## src/rtl/i2c_master_tx.sv

```systemverilog
// i2c_master_tx: write-only I2C master. Sends START, a 7-bit address with
// the write bit, then byte_cnt data bytes from an external FIFO, each followed
// by an ACK slot, and finishes with STOP. Every bit slot is four phases of QTR
// clocks. All outputs come straight from flops.
module i2c_master_tx #(
   parameter int unsigned QTR = 5
) (
   input  logic       clk,
   input  logic       rst_n,
   input  logic       start,
   input  logic [6:0] slave_addr,
   input  logic [7:0] byte_cnt,
   input  logic       fifo_empty,
   output logic       fifo_rd_en,
   input  logic [7:0] fifo_dout,
   output logic       scl,
   output logic       sda_oe,
   input  logic       sda_in,
   output logic       busy,
   output logic       done,
   output logic       ack_err
);

   localparam int unsigned   QW       = (QTR > 1) ? $clog2(QTR) : 1;
   localparam logic [QW-1:0] QTR_LAST = QW'(QTR - 1);

   typedef enum logic [2:0] {
      S_IDLE,
      S_START,
      S_ADDR,
      S_ADDR_ACK,
      S_FETCH,
      S_DATA,
      S_DATA_ACK,
      S_STOP
   } state_t;

   // FETCH handshake: request the pop, let the FIFO update, capture the byte.
   typedef enum logic [1:0] {
      F_REQ,
      F_POP,
      F_CAP
   } fstep_t;

   state_t        state_q,   state_d;
   fstep_t        fstep_q,   fstep_d;
   logic [QW-1:0] qtr_q,     qtr_d;
   logic [1:0]    phase_q,   phase_d;
   logic [2:0]    bit_q,     bit_d;
   logic [7:0]    shift_q,   shift_d;
   logic [7:0]    rem_q,     rem_d;
   logic          nack_q,    nack_d;
   logic          ack_err_q, ack_err_d;
   logic          scl_q,     scl_d;
   logic          sda_oe_q,  sda_oe_d;
   logic          rd_en_q,   rd_en_d;
   logic          busy_q,    busy_d;
   logic          done_q,    done_d;

   logic qtr_last;
   logic slot_last;

   assign qtr_last  = (qtr_q == QTR_LAST);
   assign slot_last = qtr_last && (phase_q == 2'd3);

   // Next-state logic: slot timing, bit sequencing, ACK sampling, FIFO fetch.
   always_comb begin
      // NOTE: every _d gets its hold value first so no branch can infer a latch.
      state_d   = state_q;
      fstep_d   = fstep_q;
      qtr_d     = qtr_q;
      phase_d   = phase_q;
      bit_d     = bit_q;
      shift_d   = shift_q;
      rem_d     = rem_q;
      nack_d    = nack_q;
      ack_err_d = ack_err_q;
      rd_en_d   = 1'b0;
      done_d    = 1'b0;

      // Slot timing runs in every bus state; FETCH freezes it with SCL low.
      if (state_q != S_IDLE && state_q != S_FETCH) begin
         if (qtr_last) begin
            qtr_d   = '0;
            phase_d = phase_q + 2'd1;
         end else begin
            qtr_d = qtr_q + QW'(1);
         end
      end

      case (state_q)
         S_IDLE: begin
            if (start) begin
               state_d   = S_START;
               shift_d   = {slave_addr, 1'b0};
               rem_d     = byte_cnt;
               ack_err_d = 1'b0;
               nack_d    = 1'b0;
               qtr_d     = '0;
               phase_d   = 2'd0;
               bit_d     = 3'd0;
               fstep_d   = F_REQ;
            end
         end
         S_START: begin
            if (slot_last) state_d = S_ADDR;
         end
         S_ADDR, S_DATA: begin
            if (slot_last) begin
               if (bit_q == 3'd7) begin
                  bit_d   = 3'd0;
                  state_d = (state_q == S_ADDR) ? S_ADDR_ACK : S_DATA_ACK;
               end else begin
                  bit_d   = bit_q + 3'd1;
                  shift_d = {shift_q[6:0], 1'b0};
               end
            end
         end
         S_ADDR_ACK, S_DATA_ACK: begin
            if (phase_q == 2'd3 && qtr_q == '0) nack_d = sda_in;
            if (slot_last) begin
               if (nack_q) begin
                  ack_err_d = 1'b1;
                  state_d   = S_STOP;
               end else if (rem_q == 8'd0) begin
                  state_d = S_STOP;
               end else begin
                  state_d = S_FETCH;
                  fstep_d = F_REQ;
               end
            end
         end
         S_FETCH: begin
            case (fstep_q)
               F_REQ: begin
                  if (!fifo_empty) begin
                     rd_en_d = 1'b1;
                     fstep_d = F_POP;
                  end
               end
               F_POP: fstep_d = F_CAP;
               default: begin
                  shift_d = fifo_dout;
                  rem_d   = rem_q - 8'd1;
                  bit_d   = 3'd0;
                  qtr_d   = '0;
                  phase_d = 2'd0;
                  fstep_d = F_REQ;
                  state_d = S_DATA;
               end
            endcase
         end
         S_STOP: begin
            if (slot_last) begin
               state_d = S_IDLE;
               done_d  = 1'b1;
            end
         end
         default: state_d = S_IDLE;
      endcase
   end

   // Bus levels for the upcoming cycle, derived from the next state and phase
   // so the registered pins line up with the state register.
   always_comb begin
      scl_d    = 1'b1;
      sda_oe_d = 1'b0;
      case (state_d)
         S_START: sda_oe_d = phase_d[1];
         S_ADDR, S_DATA: begin
            scl_d    = phase_d[1];
            sda_oe_d = ~shift_d[7];
         end
         S_ADDR_ACK, S_DATA_ACK: scl_d = phase_d[1];
         S_FETCH: begin
            scl_d    = 1'b0;
            sda_oe_d = sda_oe_q;
         end
         S_STOP: begin
            scl_d    = (phase_d != 2'd0);
            sda_oe_d = ~phase_d[1];
         end
         default: ;
      endcase
      busy_d = (state_d != S_IDLE);
   end

   // State and output registers with synchronous reset that releases the bus.
   always_ff @(posedge clk) begin
      // NOTE: non-blocking assignments so every register samples pre-edge values.
      if (!rst_n) begin
         state_q   <= S_IDLE;
         fstep_q   <= F_REQ;
         qtr_q     <= '0;
         phase_q   <= 2'd0;
         bit_q     <= 3'd0;
         shift_q   <= 8'd0;
         rem_q     <= 8'd0;
         nack_q    <= 1'b0;
         ack_err_q <= 1'b0;
         scl_q     <= 1'b1;
         sda_oe_q  <= 1'b0;
         rd_en_q   <= 1'b0;
         busy_q    <= 1'b0;
         done_q    <= 1'b0;
      end else begin
         state_q   <= state_d;
         fstep_q   <= fstep_d;
         qtr_q     <= qtr_d;
         phase_q   <= phase_d;
         bit_q     <= bit_d;
         shift_q   <= shift_d;
         rem_q     <= rem_d;
         nack_q    <= nack_d;
         ack_err_q <= ack_err_d;
         scl_q     <= scl_d;
         sda_oe_q  <= sda_oe_d;
         rd_en_q   <= rd_en_d;
         busy_q    <= busy_d;
         done_q    <= done_d;
      end
   end

   assign scl        = scl_q;
   assign sda_oe     = sda_oe_q;
   assign fifo_rd_en = rd_en_q;
   assign busy       = busy_q;
   assign done       = done_q;
   assign ack_err    = ack_err_q;

endmodule

```

## config.mk

```make
export PLATFORM = sky130hd
export DESIGN_NAME = i2c_master_tx
export DESIGN_NICKNAME = d
export VERILOG_FILES = /design/src/rtl/i2c_master_tx.sv
export SDC_FILE = /design/constraint.sdc
export NUM_CORES = 1
export LEC_CHECK = 0
export ABC_AREA = 1
export CORE_UTILIZATION = 53
export CTS_CLUSTER_DIAMETER = 150
export DETAILED_ROUTE_END_ITERATION = 8
export PLACE_DENSITY = 0.77
export SYNTH_ARGS = -nofsm -noshare
export SYNTH_HDL_FRONTEND = slang
export SYNTH_SLANG_ARGS = --single-unit
```

## constraint.sdc

```tcl
create_clock -name clk -period 1.95 [get_ports clk]
set_clock_uncertainty 0.1 [all_clocks]
set_input_delay 0.39 -clock clk [delete_from_list [all_inputs] [get_ports clk]]
set_output_delay 0.39 -clock clk [all_outputs]
set_load 0.005 [all_outputs]
```

# [Word level (Yosys, flattened, before mapping)]
# Index checks and enable logic that the tools add are counted.
[totals] register_bits=36 inputBits=28 output_inout_bits=6 wordCells=128
[classes] n_addsub=4 n_eq_ne=29 mux=51 bitwise_logic=2 n_reduce_logical=27
[op_table] operator="2-to-1 mux 3 bit" count=16
[op_table] operator="2-to-1 mux 8 bit" count=6
[op_table] operator="== test 3 bit (second input constant)" count=10
[op_table] operator="case mux 8 bit (3 select lines)" count=1
[op_table] operator="2-to-1 mux 2 bit" count=11
[op_table] operator="!= test 2 bit (second input constant)" count=9
[op_table] operator="case mux 3 bit (6 select lines)" count=1
[op_table] operator="case mux 8 bit (2 select lines)" count=1
[op_table] operator="== test 3 x 2 -> 1 bit (second input constant)" count=4
[op_table] operator="nonzero test 3 bit" count=4
[op_table] operator="case mux 3 bit (3 select lines)" count=1
[op_table] operator="AND reduction 3 bit" count=3
[op_table] operator="logical NOT 8 bit" count=1
[op_table] operator="case mux 2 bit (2 select lines)" count=2
[op_table] operator="AND reduction 4 bit" count=2
[op_table] operator="OR reduction 2 bit" count=4
[op_table] operator="subtractor 8 x 1 -> 8 bit (second input constant)" count=1
[op_table] operator="adder 3 x 1 -> 3 bit (second input constant)" count=2
[op_table] operator="== test 3 x 1 -> 1 bit (second input constant)" count=2
[op_table] operator="logical NOT 3 bit" count=2
[op_table] operator="2-to-1 mux 1 bit" count=6
[op_table] operator="!= test 3 bit (second input constant)" count=2
[op_table] operator="case mux 2 bit (3 select lines)" count=1
[op_table] operator="case mux 3 bit (2 select lines)" count=1
[op_table] operator="other kinds (14)" count=20

# [Longest topological paths before layout]
# Gate-level depths: netlist (run 1).
[depth] depth_word=8 depth_mapped=15 ltp_nobuf=15

# [Worst setup path before layout (run 1)]
# No wires, ideal clock.
[synth_path] kind="register to register" from="reg qtr_q[0]" to="reg sda_oe_q (netlist: sda_oe)" setup_ns=0.109 arrival_time_ns=1.579 required_ns=1.741 path_slack_ns=0.163 stages_incl_launch_ff=14 path_buffers=1 synth_period_minus_slack_ns=1.787 path_cell_list="dfxtp_1 -> inv_1 -> ha_1 -> nand3_1 -> buf_2 -> nand2_1 -> nand3_1 -> nand4_2 -> inv_2 -> nand2_1 -> nand3_1 -> nand3_1 -> nand2_1 -> inv_1"
[synth_between] elab_chain_cells=7 word_cells_on_any_way=23 classes_between="eq/ne: 6; mux: 13; bitwise: 2; reduce/logical: 2"
[synth_rtl] item="start, declared" line_no="47" text="logic [QW-1:0] qtr_q, qtr_d;"
[synth_rtl] item="start signal, assigned" line_no="209" text="qtr_q <= qtr_d;"
[synth_rtl] item="== test 3 bit *" line_no="63" text="assign qtr_last = (qtr_q == QTR_LAST);"
[synth_rtl] item="logical AND 1 bit or 2-to-1 mux 2 bit (tied branches)" line_no="64, 83"
[synth_rtl] item="2-to-1 mux 3 bit, or another cell as far along" line_no="154" text="if (slot_last) begin"
[synth_rtl] item="case mux 3 bit (6 select lines), or another cell as far along" line_no="91" text="case (state_q)"
[synth_rtl] item="== test 3 x 2 -> 1 bit, or another cell as far along" line_no="168" text="case (state_d)"
[synth_rtl] item="OR reduction 2 bit or NOT 1 bit (tied branches)"
[synth_rtl] item="case mux 1 bit (4 select lines)" line_no="168"
[synth_rtl] item="end signal, assigned" line_no="217" text="sda_oe_q <= sda_oe_d;"
[synth_rtl] item="end, declared" line_no="55" text="logic sda_oe_q, sda_oe_d;"
# Every way passes the cells marked *; elsewhere a longest branch is shown, timed or not. The select of a mux whose other input is x is not followed.
# A chain may end at the register's enable or synchronous reset.

# [Worst setup path after layout (run 1)]
[layout_path] from="reg qtr_q[1]" to="reg scl_q (netlist: scl)"
[layout_between] elab_chain_cells=7 word_cells_on_any_way=21 classes_between="eq/ne: 7; mux: 11; reduce/logical: 3"
[layout_rtl] item="== test 3 bit *" line_no="63"
[layout_rtl] item="logical AND 1 bit or 2-to-1 mux 2 bit (tied branches)" line_no="64, 83"
[layout_rtl] item="2-to-1 mux 3 bit, or another cell as far along" line_no="154"
[layout_rtl] item="case mux 3 bit (6 select lines), or another cell as far along" line_no="91"
[layout_rtl] item="== test 3 x 2 -> 1 bit, or another cell as far along" line_no="168"
[layout_rtl] item="OR reduction 4 bit (no line) or nonzero test 2 bit (tied branches)"
[layout_rtl] item="case mux 1 bit (3 select lines) *" line_no="168"
[layout_rtl] item="end signal, assigned" line_no="216" text="scl_q <= scl_d;"
[layout_rtl] item="end, declared" line_no="54" text="logic scl_q, scl_d;"
# Every way passes the cells marked *; elsewhere a longest branch is shown, timed or not.

==> flow_metrics.env, run 1 <==
export IMPL_status="finished, final reports clean"
export IMPL_synth_area_um2=2120
export IMPL_crit_arrival_ns=2.04
export IMPL_drive_above_1_share_pct=20.7
export IMPL_port_buffers=33
export IMPL_crit_required_ns=2.06
export IMPL_fp_row_count=22
export IMPL_p_total_mw=1.75
export IMPL_final_common_cell="nand2_1"
export IMPL_yosys_mux_area_fraction_pct=0
export IMPL_synth_simple_area_share_pct=35.6
export IMPL_slew_violations=0
export IMPL_report_final_hold_viol_count=0
export IMPL_synth_cell_types=43
export IMPL_multiInputGateArea_um2=1280
export IMPL_grt_start_max_net_pins=14
export IMPL_syn_inst=303
export IMPL_drtPass1Iterations=4
export IMPL_synth_fa_ha_area_share_pct=4.13
export IMPL_period_share_pct=98.9
export IMPL_ys_seq_elements=36
export IMPL_dp_hpwl_um=4230
export IMPL_drt_iter0_drc=138
export IMPL_synth_compound_area_share_pct=16.4
export IMPL_drv_cap=0
export IMPL_nets=398
export IMPL_cts_buffers=5
export IMPL_synth_seq_area_share_pct=34.0
export IMPL_drt_total_wl_um=5830
export IMPL_finalSetupViolCount=0
export IMPL_cts_tree="done"
export IMPL_grt_total_usage_pct=28.9
export IMPL_p_leak_nw=1.19
export IMPL_initial_core_util_pct=56.6
export IMPL_synthesis_nets=338
export IMPL_cts_buffer_depth=2
export IMPL_place_gp_congestion=0.955
export IMPL_tightest_slew_ns=0.309
export IMPL_synthFlopType="dfxtp_1"
export IMPL_root_buffer="clkbuf_8"
export IMPL_path_max_fanout=7
export IMPL_ys_warn_count=0
export IMPL_clk_pin_slew_ns=0.08
export IMPL_holdCritPathClass="flip-flop to flip-flop"
export IMPL_post_place_ws_ns=-0.0883
export IMPL_hold_ws_ns=0.381
export IMPL_max_freq_mhz=519
export IMPL_grt_ovfl_total=0
export IMPL_final_cell_mix="nand2_1, nor2_1, clkdlybuf4s50_1, dfxtp_1"
export IMPL_avgSynthCellArea_um2=6.99
export IMPL_yosys_area_share_xor_xnor_pct=1.24
export IMPL_synthArstFlopShare_pct=0
export IMPL_grt_pass1_vias=2088
export IMPL_drc=0
export IMPL_vias_per_cell=5.43
export IMPL_path_class="flip-flop to flip-flop"
export IMPL_grt_antenna_before_repair=0
export IMPL_routedWlPerCell_um=14.2
export IMPL_cts_sinks=36
export IMPL_fin_cells=411
export IMPL_min_period_ns=1.93
export IMPL_synth_top_family_by_area="simple AND/OR/NAND/NOR gates"
export IMPL_die_w_um=65.2
export IMPL_die_area_um2=4250
export IMPL_relSlewSlack_pct=79.4
export IMPL_fill_cells=305
export IMPL_io_pins=34
export IMPL_start_kind="flip-flop"
export IMPL_die_h_um=65.2
export IMPL_grt_pass1_wl_um=9520
export IMPL_dp_cells=403
export IMPL_core_um2=3740
export IMPL_ir_drop_uv=435
export IMPL_clk_insertion_delay_late_ns=0.29
export IMPL_end_kind="flip-flop"
export IMPL_ant_nets=0
export IMPL_cts_max_level=2
export IMPL_rsz0062_at_grt="yes"
export IMPL_vias=2232
export IMPL_syn2layout_area_growth_pct=33.7
export IMPL_seqCellArea_um2=727
export IMPL_synth_edf_count=0
export IMPL_setup_ws_ns=0.0220
export IMPL_antennaDiodeCount=0
export IMPL_powerDensity_nw_per_um2=618
==> per-layer routing <==
layer  GRT usage, %  part of all wire, %
met5              0                    0
met4           5.71                 0.67
met3           6.25                  3.5
met2           48.5                   50
met1           38.0                   46
==> metrics by stage <==
| step | util [%] | TNS [ns] | instance area, um^2 |
|---|---|---|---|
| finish | 75.7 | 0 | 2830 |
| global route | 75.7 | -0.166 | 2830 |
| CTS | 73.9 | 0 | 2770 |
| detailed placement | 71.0 | -0.436 | 2660 |
| global placement | 71.0 | -0.102 | 2660 |
| floorplan | - | 0 | 2120 |
==> area by class of cell <==
| cell class | instances | share of cell area, % |
|---|---|---|
| clock buffer | 7 | 3.40 |
| inverter | 34 | 4.51 |
| multi-input combinational | 225 | 45.2 |
| sequential | 36 | 25.7 |
| tap | 48 | 2.12 |
| timing repair buffer | 61 | 19.1 |
==> final timing paths <==
| path | slack [ns] | start | depth (start not counted) | to |
|---|---|---|---|---|
| worst max-delay path | 0.02 | qtr_q[1]$_SDFF_PN0_ | 9 | scl$_SDFF_PN1_ |
| worst min-delay path | 0.38 | fstep_q[0]$_SDFFE_PN0P_ | 2 | fstep_q[0]$_SDFFE_PN0P_ |
| worst max register to register | 0.02 | qtr_q[1]$_SDFF_PN0_ | 9 | scl$_SDFF_PN1_ |
| worst min register to register | 0.38 | fstep_q[0]$_SDFFE_PN0P_ | 2 | fstep_q[0]$_SDFFE_PN0P_ |
==> timing repair <==
| item | in CTS | in global routing |
|---|---|---|
| setup buffers | 0 | 1 |
| gates resized for setup | 2 | 19 |
| pin swaps | 0 | 2 |
| setup endpoints to repair | 2 | 15 |
| hold buffers | 0 | 0 |
==> registers in the layout, summed over array words and instances (netlist names) <==
signal / cells
rem_q: 8
shift_q: 8
bit_q: 3
qtr_q: 3
state_q: 3
fstep_q: 2
phase_q: 2
ack_err: 1
busy: 1
done: 1
fifo_rd_en: 1
nack_q: 1
scl: 1
sda_oe: 1
==> where the power goes <==
part / total, mW / switching, mW / internal [mW] / leakage [nW]
combinational: 0.359 / 0.187 / 0.172 / 0.840
sequential: 0.808 / 0.0320 / 0.776 / 0.297
clock: 0.584 / 0.269 / 0.315 / 0.0503
==> cell usage after synthesis, types with 2 or more instances <==
cell type   n  area (um^2)
nor3_1      5         25.0
nand4_1     2         12.5
nand2_1    74          278
buf_4       2         15.0
ha_1        7         87.6
a21oi_1    14         70.1
nand3_1    23          115
nand3_2     3         30.0
nand3b_1    2         15.0
buf_2       2         10.0
buf_6       2         22.5
o21ai_1     7         35.0
clkbuf_1    2         7.51
inv_2       4         15.0
nor2_2      4         25.0
xor2_1      2         17.5
a211oi_1    3         22.5
a31oi_1     4         25.0
nand2_2     4         25.0
nor2_1     35          131
o21ai_0    12         60.1
dfxtp_1    36          721
a41oi_1     6         52.6
inv_1      29          109
==> kinds of logic (layout without fill, tap and decap cells) <==
group                      count (synthesis)  count (layout)
and+or+nand+nor                          160             160
AOI/OAI and AO/OA                         55              55
buffers and inverters                     42             102
DFF                                       36              36
adders and majority gates                  7               7
xor gates and xnor gates                   3               3
==> worst max-delay path: stages (launching register included) <==
cell     delay [ns]
dfxtp_2        0.33
inv_2          0.08
ha_4           0.17
nand3_2        0.09
buf_4          0.18
o31ai_1        0.26
nand2_2        0.19
nor3_1         0.24
o21ai_1        0.10
o21ai_1        0.12
Power figures use the tool's default switching activity.
==> run 2, diff against run 1 <==
- ABC_AREA: 1 -> unset
- CORE_UTILIZATION: 53 -> 48
- PLACE_DENSITY: 0.77 -> 0.74
- clock period: 1.95 -> 1.7 ns (I/O delays scaled with it)
==> run 2 against run 1 <==
  * The run now ends with negative setup slack left
  * Cell count increased by 2.2%
  * Count of clock-buffer cells in the layout unchanged
  * Register-to-register slack lost 0.47 ns
  * Clock power increased by 44%
  * Critical path depth decreased by 2
  * Design area rose by 26%
  * Fmax fell by 10%
==> flow_metrics.env, run 2 <==
export IMPL_antennaDiodeCount=0
export IMPL_ys_seq_elements=36
export IMPL_clk_pin_slew_ns=0.08
export IMPL_met1_usage_pct=38.1
export IMPL_r2r_start="bit_q[0]$_SDFFE_PN0P_"
export IMPL_finalSetupViolCount=26
export IMPL_rrSetupSlack_ns=-0.45
export IMPL_utilization_pct=87.6
export IMPL_path_class="flip-flop to flip-flop"
export IMPL_top_usage_layer="met2"
export IMPL_final_cell_mix="buf_4, clkdlybuf4s50_1, dfxtp_1, nand2_1, nor2_1"
export IMPL_p_leak_nw=1.42
export IMPL_met2_usage_pct=61.4
export IMPL_synth_cell_types=54
export IMPL_start_kind="flip-flop"
export IMPL_drive_above_1_share_pct=47.8
export IMPL_drt_total_wl_um=8640
export IMPL_dp_hpwl_um=4280
export IMPL_die_area_um2=4540
export IMPL_grt_antenna_before_repair=0
export IMPL_vias=2679
export IMPL_io_pins=34
export IMPL_r2r_end="sda_oe$_SDFFE_PN0P_"
export IMPL_fp_row_count=23
export IMPL_cts_sinks=36
export IMPL_report_final_hold_viol_count=0
export IMPL_synthesis_nets=289
export IMPL_max_freq_mhz=466
export IMPL_grt_pass1_wl_um=11500
export IMPL_syn2layout_area_growth_pct=73.4
export IMPL_violations="negative setup slack"
export IMPL_crit_required_ns=1.81
export IMPL_synthArstFlopShare_pct=0
export IMPL_final_common_cell="buf_4"
export IMPL_core_um2=4060
export IMPL_yosysTopAreaCell="dfxtp_1"
export IMPL_yosysMostFrequentCell="dfxtp_1"
export IMPL_powerDensity_nw_per_um2=640
export IMPL_drtPass1Iterations=6
export IMPL_met3_usage_pct=6.59
export IMPL_vias_per_cell=6.38
export IMPL_synthFlopType="dfxtp_1"
export IMPL_cts_buffer_depth=2
export IMPL_routedWlPerCell_um=20.6
export IMPL_die_h_um=67.4
export IMPL_cp_endpoint="sda_oe$_SDFFE_PN0P_"
export IMPL_syn_inst=254
export IMPL_port_buffers=33
export IMPL_nets=404
export IMPL_grt_start_max_net_pins=14
export IMPL_ant_nets=0
export IMPL_ys_warn_count=0
export IMPL_cts_max_level=2
export IMPL_fin_cells=420
export IMPL_relSlewSlack_pct=69.2
export IMPL_end_kind="flip-flop"
export IMPL_period_share_pct=126
export IMPL_initial_core_util_pct=50.5
export IMPL_tightest_slew_ns=0.462
export IMPL_drc=0
export IMPL_die_w_um=67.4
export IMPL_slew_violations=0
export IMPL_drt_iter0_drc=348
export IMPL_fill_cells=182
export IMPL_cts_buffers=5
export IMPL_grt_ovfl_total=0
export IMPL_crit_arrival_ns=2.25
export IMPL_setup_ws_ns=-0.447
export IMPL_place_gp_congestion=0.911
export IMPL_grt_pass1_vias=2420
export IMPL_synth_area_leaders="dfxtp_1, a21oi_1, nand2_1"
export IMPL_path_max_fanout=4
export IMPL_status="finished, violations left"
export IMPL_yosys_top_cells_count="dfxtp_1, nand2_1, a21oi_1"
export IMPL_min_period_ns=2.15
export IMPL_dp_cells=389
export IMPL_synth_edf_count=0
export IMPL_synth_seq_area_share_pct=35.1
export IMPL_grt_total_usage_pct=34.5
export IMPL_ir_drop_uv=378
export IMPL_avgSynthCellArea_um2=8.07
export IMPL_rsz0062_at_grt="yes"
export IMPL_top_regs="rem_q x8, shift_q x8"
export IMPL_synth_area_um2=2050
export IMPL_cp_startpoint="bit_q[0]$_SDFFE_PN0P_"
export IMPL_synth_top_cell_area_share_pct=35.1
export IMPL_drv_cap=0
export IMPL_r2r_cells=7
export IMPL_cts_tree="done"
export IMPL_clk_insertion_delay_late_ns=0.30
export IMPL_holdCritPathClass="flip-flop to flip-flop"
export IMPL_root_buffer="clkbuf_8"
run 2: cell types whose count changed after synthesis, moves of 5 or more:
cell	change
inv_1	-18
nand3_1	-16
o21ai_0	+5
o21ai_1	-7
a41oi_1	-5
nor2_1	-14
a21oi_1	+10
clkbuf_1	+6
nand2_1	-49
nor3_1	+5
a222oi_1	+6
run 2: final cells by class:
cell class	count	area (um^2)	area share (%)
repair buffers	125	1080	30.3
inverters	11	41.3	1.16
clock inverters	1	30.0	0.844
flip-flops and latches	36	734	20.7
well taps	50	62.6	1.76
multi-input cells	190	1510	42.5
clock buffers	7	96.3	2.71
run 2: layer usage:
metal,wire length [um],vias up
li1,-,1160
met1,3200,1269
met2,4230,186
met3,669,64
met4,533,0
met5,0,-
run 2: worst min path at each step:
stage | cells past startpoint | from | to | slack, ns
after detailed placement | 2 | shift_q[5]$_SDFFE_PN0P_ | shift_q[5]$_SDFFE_PN0P_ | 0.35
after CTS | 2 | shift_q[5]$_SDFFE_PN0P_ | shift_q[5]$_SDFFE_PN0P_ | 0.36
after global placement | 2 | shift_q[2]$_SDFFE_PN0P_ | shift_q[2]$_SDFFE_PN0P_ | 0.35
final | 2 | bit_q[1]$_SDFFE_PN0P_ | bit_q[1]$_SDFFE_PN0P_ | 0.38
after global routing | 2 | shift_q[3]$_SDFFE_PN0P_ | shift_q[3]$_SDFFE_PN0P_ | 0.40
after floorplan | 1 | fifo_empty | fifo_rd_en$_SDFF_PN0_ | 0.33
run 2: power breakdown:
group          total, mW  switching [mW]  leakage (nW)  internal [mW]
Sequential         0.906          0.0309         0.298          0.875
Clock              0.841           0.323        0.0645          0.518
Combinational      0.528           0.243          1.05          0.285
Total               2.27           0.597          1.42           1.68
run 2: through the flow:
| stage | worst slack, ns | hold WS (ns) | cell area, um^2 | power, mW | setup TNS (ns) |
|---|---|---|---|---|---|
| after global placement | -0.426 | 0.345 | 2900 | 1.25 | -6.71 |
| final | -0.447 | 0.384 | 3560 | 2.27 | -4.25 |
| after detailed placement | -0.490 | 0.350 | 2900 | 1.26 | -7.48 |
| after floorplan | -0.245 | 0.325 | 2080 | 1.08 | -0.610 |
| after CTS | -0.275 | 0.360 | 3340 | 2.16 | -1.81 |
| after global routing | -0.514 | 0.401 | 3560 | 2.35 | -6.21 |
run 2: cell families after synthesis:
family	Yosys count	share of synthesized area [%]
xor+xnor	2	0.854
buf+inv	28	7.02
mux	3	1.46
simple gates	98	25.0
fa+ha+maj	7	4.27
compound gates	80	26.2
flops	36	35.1
run 2: worst max-delay path, cell delays in order, from the launching register on:
cell	delay (ns)
dfxtp_2	0.34
ha_4	0.16
ha_4	0.17
nand4b_1	0.24
mux2i_1	0.31
o221ai_2	0.19
a211o_1	0.33
a311oi_2	0.20
run 2: repair_timing:
| action | 4_1_cts | 5_1_grt |
|---|---|---|
| resized for setup | 46 | 47 |
| endpoints found under the setup margin | 27 | 29 |
| setup buffers | 16 | 12 |
| hold buffers | 0 | 0 |
| pin swaps | 19 | 43 |
| gates cloned | 0 | 0 |
